### config.mk
export PLATFORM = sky130hd
export DESIGN_NAME = videomem_fill
export DESIGN_NICKNAME = d
export VERILOG_FILES = /design/src/rtl/videomem_fill.sv
export SDC_FILE = /design/constraint.sdc
export NUM_CORES = 1
export LEC_CHECK = 0
export CORE_ASPECT_RATIO = 1.2
export CORE_UTILIZATION = 44
export CTS_CLUSTER_SIZE = 14
export DETAILED_ROUTE_END_ITERATION = 12
export GPL_ROUTABILITY_DRIVEN = 0
export MAX_ROUTING_LAYER = met4
export PLACE_DENSITY = 0.79
export SETUP_SLACK_MARGIN = 0.5
export SLEW_MARGIN = 15
export SYNTH_ARGS = -nofsm -noshare
export SYNTH_HDL_FRONTEND = slang
export SYNTH_SLANG_ARGS = --single-unit
### constraint.sdc
create_clock -name mem_clock -period 1.9 [get_ports mem_clock]
set_input_delay 0.38 -clock mem_clock [delete_from_list [all_inputs] [get_ports mem_clock]]
set_output_delay 0.38 -clock mem_clock [all_outputs]
set_load 0.02 [all_outputs]
### src/rtl/videomem_fill.sv
// videomem_fill: frame-buffer fill engine on the SDRAM controller write port.
// Checkerboard pattern for mode 3 is built only with VIDEOMEM_FILL_CHECKER_EN.
module videomem_fill #(
  parameter int ADDR_W          = 25,
  parameter int DATA_W          = 32,
  parameter int BURST_LEN       = 4,
  parameter int NUM_HORZ_WR_REQ = 24,
  parameter int NUM_WR_LINES    = 720,
  parameter bit AUTO_START      = 1'b1
) (
  input  logic              mem_clock,
  input  logic              reset,
  input  logic              mem_ready,
  input  logic              start,
  input  logic [1:0]        mode,
  input  logic [15:0]       fill_color,
  input  logic              mem_req_ack,
  input  logic              give_next_data,
  output logic              wr_request,
  output logic [ADDR_W-1:0] wr_addr,
  output logic [DATA_W-1:0] wr_data,
  output logic              busy,
  output logic              complete
);

  localparam int BEAT_W = (BURST_LEN > 1) ? $clog2(BURST_LEN) : 0;
  localparam int BT_W   = (BEAT_W > 0) ? BEAT_W : 1;
  localparam int NR_W   = (NUM_HORZ_WR_REQ > 1) ?
                          $clog2(NUM_HORZ_WR_REQ) : 1;
  localparam int NL_W   = (NUM_WR_LINES > 1) ?
                          $clog2(NUM_WR_LINES) : 1;
  localparam int FA_W   = NL_W + NR_W + BEAT_W;
  localparam int XW     = NR_W + BT_W;
  localparam int PIX_N  = DATA_W / 16;
  localparam int ARM_LEN = 4;

  typedef enum logic [2:0] {
    IDLE, ARM, REQ, DATA, DONE
  } state_t;

  state_t          state, state_nx;
  logic [1:0]      arm_cnt, arm_cnt_nx;
  logic [NR_W-1:0] nreq, nreq_nx;
  logic [NL_W-1:0] nline, nline_nx;
  logic [BT_W-1:0] beat, beat_nx;
  logic [1:0]      mode_q, mode_nx;
  logic [15:0]     color_q, color_nx;
  logic            rdy_seen;
  logic            launch;
  logic            last_beat, last_req, last_line;
  logic            req_nx, busy_nx, cmpl_nx;

  assign last_beat = (beat == BT_W'(BURST_LEN - 1));
  assign last_req  = (nreq == NR_W'(NUM_HORZ_WR_REQ - 1));
  assign last_line = (nline == NL_W'(NUM_WR_LINES - 1));

  // auto launch fires once per observed rise of mem_ready
  assign launch = mem_ready &&
                  ((start && (state == IDLE || state == DONE)) ||
                   (AUTO_START && !rdy_seen));

  always_comb begin
    state_nx   = state;
    arm_cnt_nx = arm_cnt;
    nreq_nx    = nreq;
    nline_nx   = nline;
    beat_nx    = beat;
    mode_nx    = mode_q;
    color_nx   = color_q;
    if (!mem_ready) begin
      state_nx = IDLE;
    end else if (launch) begin
      state_nx   = ARM;
      arm_cnt_nx = '0;
      nreq_nx    = '0;
      nline_nx   = '0;
      beat_nx    = '0;
      mode_nx    = mode;
      color_nx   = fill_color;
    end else begin
      unique case (state)
        ARM: begin
          if (arm_cnt == 2'(ARM_LEN - 1)) state_nx = REQ;
          else arm_cnt_nx = arm_cnt + 2'd1;
        end
        REQ: begin
          if (wr_request && mem_req_ack) begin
            state_nx = DATA;
            beat_nx  = '0;
          end
        end
        DATA: begin
          if (give_next_data) begin
            if (last_beat) begin
              beat_nx  = '0;
              state_nx = REQ;
              if (last_req) begin
                nreq_nx = '0;
                if (last_line) begin
                  nline_nx = '0;
                  state_nx = DONE;
                end else begin
                  nline_nx = nline + 1'b1;
                end
              end else begin
                nreq_nx = nreq + 1'b1;
              end
            end else begin
              beat_nx = beat + 1'b1;
            end
          end
        end
        IDLE, DONE: ;
        default: state_nx = IDLE;
      endcase
    end
  end

  assign req_nx  = (state == REQ) && (state_nx == REQ);
  assign busy_nx = (state_nx == ARM) || (state_nx == REQ) ||
                   (state_nx == DATA);
  assign cmpl_nx = (state_nx == DONE);

  always_ff @(posedge mem_clock or posedge reset) begin
    if (reset) begin
      state      <= IDLE;
      arm_cnt    <= '0;
      nreq       <= '0;
      nline      <= '0;
      beat       <= '0;
      mode_q     <= '0;
      color_q    <= '0;
      rdy_seen   <= 1'b0;
      wr_request <= 1'b0;
      busy       <= 1'b0;
      complete   <= 1'b0;
    end else begin
      state      <= state_nx;
      arm_cnt    <= arm_cnt_nx;
      nreq       <= nreq_nx;
      nline      <= nline_nx;
      beat       <= beat_nx;
      mode_q     <= mode_nx;
      color_q    <= color_nx;
      rdy_seen   <= mem_ready;
      wr_request <= req_nx;
      busy       <= busy_nx;
      complete   <= cmpl_nx;
    end
  end

  logic [FA_W-1:0] addr_full;
  logic [7:0]      x;
  logic [4:0]      y;
  logic [15:0]     pix;
  logic            all_ones;

  assign addr_full = FA_W'({nline, nreq}) << BEAT_W;
  assign wr_addr   = ADDR_W'(addr_full);
  assign x = 8'((XW'(nreq) << BEAT_W) | XW'(beat));
  assign y = 5'(nline);

  always_comb begin
    pix      = color_q;
    all_ones = 1'b0;
    unique case (mode_q)
      2'd0: pix = color_q;
      2'd1: begin
        if (x[7:5] == 3'd0) all_ones = 1'b1;
        else pix = {x[7] ? x[4:0] : 5'd0,
                    x[6] ? {x[4:0], 1'b0} : 6'd0,
                    x[5] ? x[4:0] : 5'd0};
      end
      2'd2: pix = {y, x[5:0], x[4:0]};
      2'd3: begin
`ifdef VIDEOMEM_FILL_CHECKER_EN
        pix = (x[3] ^ y[3]) ? color_q : 16'h0000;
`else
        pix = color_q;
`endif
      end
      default: pix = color_q;
    endcase
  end

  assign wr_data = all_ones ? {DATA_W{1'b1}} : {PIX_N{pix}};

endmodule

# Yosys cells after proc, flatten, opt, wreduce, memory -nomap -nowiden
# Cells that the tools add are included.
# op_classes
n_addsub	4
multipliers	0
div	0
magnitude_cmp	0
n_eq_ne	18
n_shift	0
n_mux	36
bitwise_logic	1
reduce_logical	25
# op_table
op	n
$mux W10	6
$pmux W16 S3	1
$mux W5	7
$mux W32	1
$mux W3	8
$mux W16	1
$mux W2	7
$eq A3 B2 Y1 const B	4
$pmux W3 S4	1
$add A10 B1 Y10 const B	1
$eq A10 B10 Y1 const B	1
$reduce_bool A2 Y1	5
$eq A2 B2 Y1 const B	4
$reduce_and A4 Y1	2
$or A7 B2 Y7	1
$eq A3 B1 Y1 const B	2
$eq A3 B3 Y1 const B	2
$logic_not A3 Y1	2
$mux W6	1
$ne A3 B3 Y1 const B	2
$add A5 B1 Y5 const B	1
$eq A5 B5 Y1 const B	1
$reduce_and A5 Y1	1
$add A2 B1 Y2 const B	2
other kinds (12)	20
# totals
regBits	44
latchBits	0
ram_bits	0
rom_bits	0
inputBits	24
mem_count	0

# Logic depth before layout (Yosys ltp)
# logic_depth
word_depth	11
mapped_depth	8

# Least setup slack after synthesis
# OpenSTA, ideal clock, no wires.
# synth_timing
kind	reg2out
start	reg mode_q[1]
end	out wr_data[16]
arrival_ns	2.023
required_ns	1.520
slack_ns	-0.503
stages_incl_launch_ff	8
path_buffers	3
path_cell_list	dfrtp_1 -> inv_1 -> ha_1 -> clkbuf_1 -> buf_2 -> a221oi_1 -> o21ai_0 -> buf_4
# synth_via
elab_chain_cells	4
# synth_rtl
item	line_no	source
start: declaration	46	logic [1:0] mode_q, mode_nx;
start signal: assignment	143	mode_q <= mode_nx;
$eq A2 B2 Y1 or $logic_not A2 Y1 (tied branches)	166	unique case (mode_q)
$reduce_or A2 Y1 (no line)	-	
$pmux W16 S3	166	
$mux W32 *	186	assign wr_data = all_ones ? {DATA_W{1'b1}} : {PIX_N{pix}};
end: declaration	21	output logic [DATA_W-1:0] wr_data,
# Every way passes the cells marked *; elsewhere a longest branch is shown, timed or not.

# Final worst setup path
# layout_timing
start	reg mode_q[0]
end	out wr_data[20]
# The elaborated chain is that of the path after synthesis.

==> impl_metrics.tcl <==
set metrics [dict create \
    crit_path_start_kind "register" \
    clkTransAtPathRegs_ns 0.09 \
    layout.nets 475 \
    ys_types 50 \
    max_cap_violations 0 \
    violations "setup timing" \
    wl_mm 10.2 \
    max_freq_mhz 429 \
    async_reset_ff_share_pct 100 \
    dpl.hpwl_mm 5.43 \
    die-area_sq_mm 0.00702 \
    slew_viol_final 0 \
    die_y_microns 91.6 \
    grt_pass1_vias 2909 \
    leakage_nw 2.28 \
    syn_area_sq_mm 0.00294 \
    power_density_mw_per_mm2 683 \
    core_region_area_sq_mm 0.00645 \
    area_growth_pct 71.1 \
    fp-row-count 32 \
    dr.pass1.iters 5 \
    path_class "register to output pin" \
    finalSetupViolations 32 \
    viasPerCell 5.78 \
    clk_path_buf_depth 2 \
    ys_seq_area_share_pct 37.4 \
    mostFrequentLayoutCells "buf_6 (58), buf_4 (52), dfrtp_1 (33)" \
    ys_ff_latch 44 \
    grt_max_degree 31 \
    final_common_cell "buf_6" \
    cp.arrival_ns 1.95 \
    wire_per_inst_microns 19.2 \
    antenna_found_initial 0 \
    diodes 0 \
    hold_class "input port to async pin" \
    ir_drop_v 0.000443 \
    grt_usage_pct 26.9 \
    path_max_fanout 7 \
    htreeDepth 2 \
    cts_made_buffers 5 \
    fin_crit_sh_pct 123 \
    yosysWarnings 0 \
    final_util_pct 78.0 \
    postCtsHoldBufs 0 \
    ant_nets 0 \
    io_buffers 73 \
    drive_gt1_share_pct 57.1 \
    cts_root_buf "clkbuf_8" \
    cp-end-kind "output pin" \
    synth_edf_count 0 \
    grt_pass1_wl_mm 14.6 \
    skew_ns 0.0144 \
    cts_tree "done" \
    insertion_delay_ns 0.30 \
    vias 3064 \
    syn_area_per_cell_sq_um 9.45 \
    status "finished, violations left" \
    whs_ns 0.435 \
    fin_setup_tns_ns -11.02 \
    finalWorstSetupSlack_ns -0.433 \
    rsz0062_at_grt "yes" \
    netlist_instances 311 \
    worstPathRequired_ns 1.52 \
    drt-initial-drc-count 173 \
    cts_sinks 44 \
    io_pins 84 \
    final.min_clock_period_ns 2.33 \
    start_util_pct 45.6 \
    die_w_microns 76.6 \
    globalRoute.totalOverflow 0 \
    drc_errors 0 \
    finalHoldViolations 0 \
    yosys_most_used_dff "dfrtp_1" \
]
[repair_timing]
item / CTS / global route
gates cloned: 3 / 3
pin swaps: 34 / 17
buffers inserted: 19 / 20
resized for setup: 335 / 52
endpoints found under the setup margin: 92 / 90
endpoints found under the hold margin: 0 / 0
[flip-flops by register name, indices dropped and copies added (netlist names), 2 cells and up]
| name | flops |
|---|---|
| arm_cnt | 2 |
| beat | 2 |
| nreq | 5 |
| mode_q | 2 |
| nline | 10 |
| color_q | 16 |
| state | 3 |
[path summary, 6_finish.rpt]
check | cells past startpoint | slack (ns) | to | start
max reg2reg | 7 | 0.05 | state[2] | nreq[1]
min reg2reg | 1 | 0.51 | color_q[8] | color_q[8]
max in group asynchronous | 3 | 0.99 | nline[3] | reset
min | 2 | 0.43 | arm_cnt[1] | reset
max | 5 | -0.43 | wr_data[20] | mode_q[0]
min in group mem_clock | 1 | 0.51 | color_q[8] | color_q[8]
[power by group]
part	total, mW	switching, mW	internal (mW)
clock	0.712	0.321	0.391
combinational	1.66	0.840	0.820
sequential	1.06	0.0641	1.00
[kinds of logic after synthesis]
logic type | share of synthesized area, %
xor gates and xnor gates | 0.596
other | 0.128
DFF | 37.4
adders and majority gates | 2.98
AOI/OAI and AO/OA | 18.7
buffers and inverters | 12.2
and+or+nand+nor | 17.6
muxes | 10.3
[cells in the mapped netlist, drive strengths merged, types with 2 or more instances]
| library cell | count | share of area, % |
|---|---|---|
| a211oi | 2 | 0.85 |
| a21boi | 9 | 2.3 |
| a21o | 2 | 0.51 |
| a21oi | 20 | 3.5 |
| a221o | 5 | 1.7 |
| a221oi | 2 | 0.60 |
| a22oi | 3 | 0.77 |
| and2 | 3 | 0.64 |
| and3 | 5 | 1.1 |
| and3b | 2 | 0.60 |
| buf | 40 | 9.8 |
| clkbuf | 7 | 0.89 |
| dfrtp | 44 | 37 |
| ha | 7 | 3.0 |
| inv | 12 | 1.5 |
| mux2 | 19 | 7.3 |
| mux2i | 9 | 3.1 |
| nand2 | 26 | 3.3 |
| nand2b | 5 | 1.1 |
| nand3 | 13 | 2.6 |
| nand3b | 2 | 0.51 |
| nand4 | 6 | 1.5 |
| nor2 | 14 | 1.8 |
| nor2b | 2 | 0.43 |
| nor3 | 2 | 0.34 |
| nor4b | 2 | 1.1 |
| o211ai | 9 | 2.3 |
| o21ai | 16 | 2.9 |
| o22ai | 2 | 0.43 |
| o31ai | 4 | 1.0 |
| o41ai | 2 | 0.60 |
| or2 | 2 | 0.43 |
| or3b | 2 | 0.60 |
| xor2 | 2 | 0.60 |
[layer usage]
layer	wire (microns)	global-route usage [%]	up-vias
met5	0	-	-
met4	285	5.77	0
met3	356	3.62	30
met2	5640	49.2	123
met1	3890	31.1	1554
li1	-	-	1357
[worst max-delay path: stages (launching register included)]
cell and delay, ns:
dfrtp_1 0.42, buf_6 0.13, ha_4 0.19, mux2_4 0.35, a221o_1 0.37, buf_2 0.19
[stage by stage]
stage	setup slack, ns	area [sq um]	power (mW)	instances
6_report	-0.433	5030	3.44	530
5_1_grt	-0.470	5030	3.57	530
4_1_cts	-0.376	4680	3.27	507
3_5_place_dp	-0.480	4030	2.46	477
3_3_place_gp	-0.440	4030	2.43	477
2_1_floorplan	-0.142	3170	2.02	320
[final cells by class]
cell class | instances | area, sq um
clock buffer | 6 | 72.6
clock inverter | 2 | 35.0
fill | 388 | 1420
inverter | 12 | 48.8
multi-input combinational | 219 | 2070
sequential | 44 | 1110
tap | 85 | 106
timing repair buffer | 162 | 1580
No activity file was read; power rests on OpenSTA's default activity.
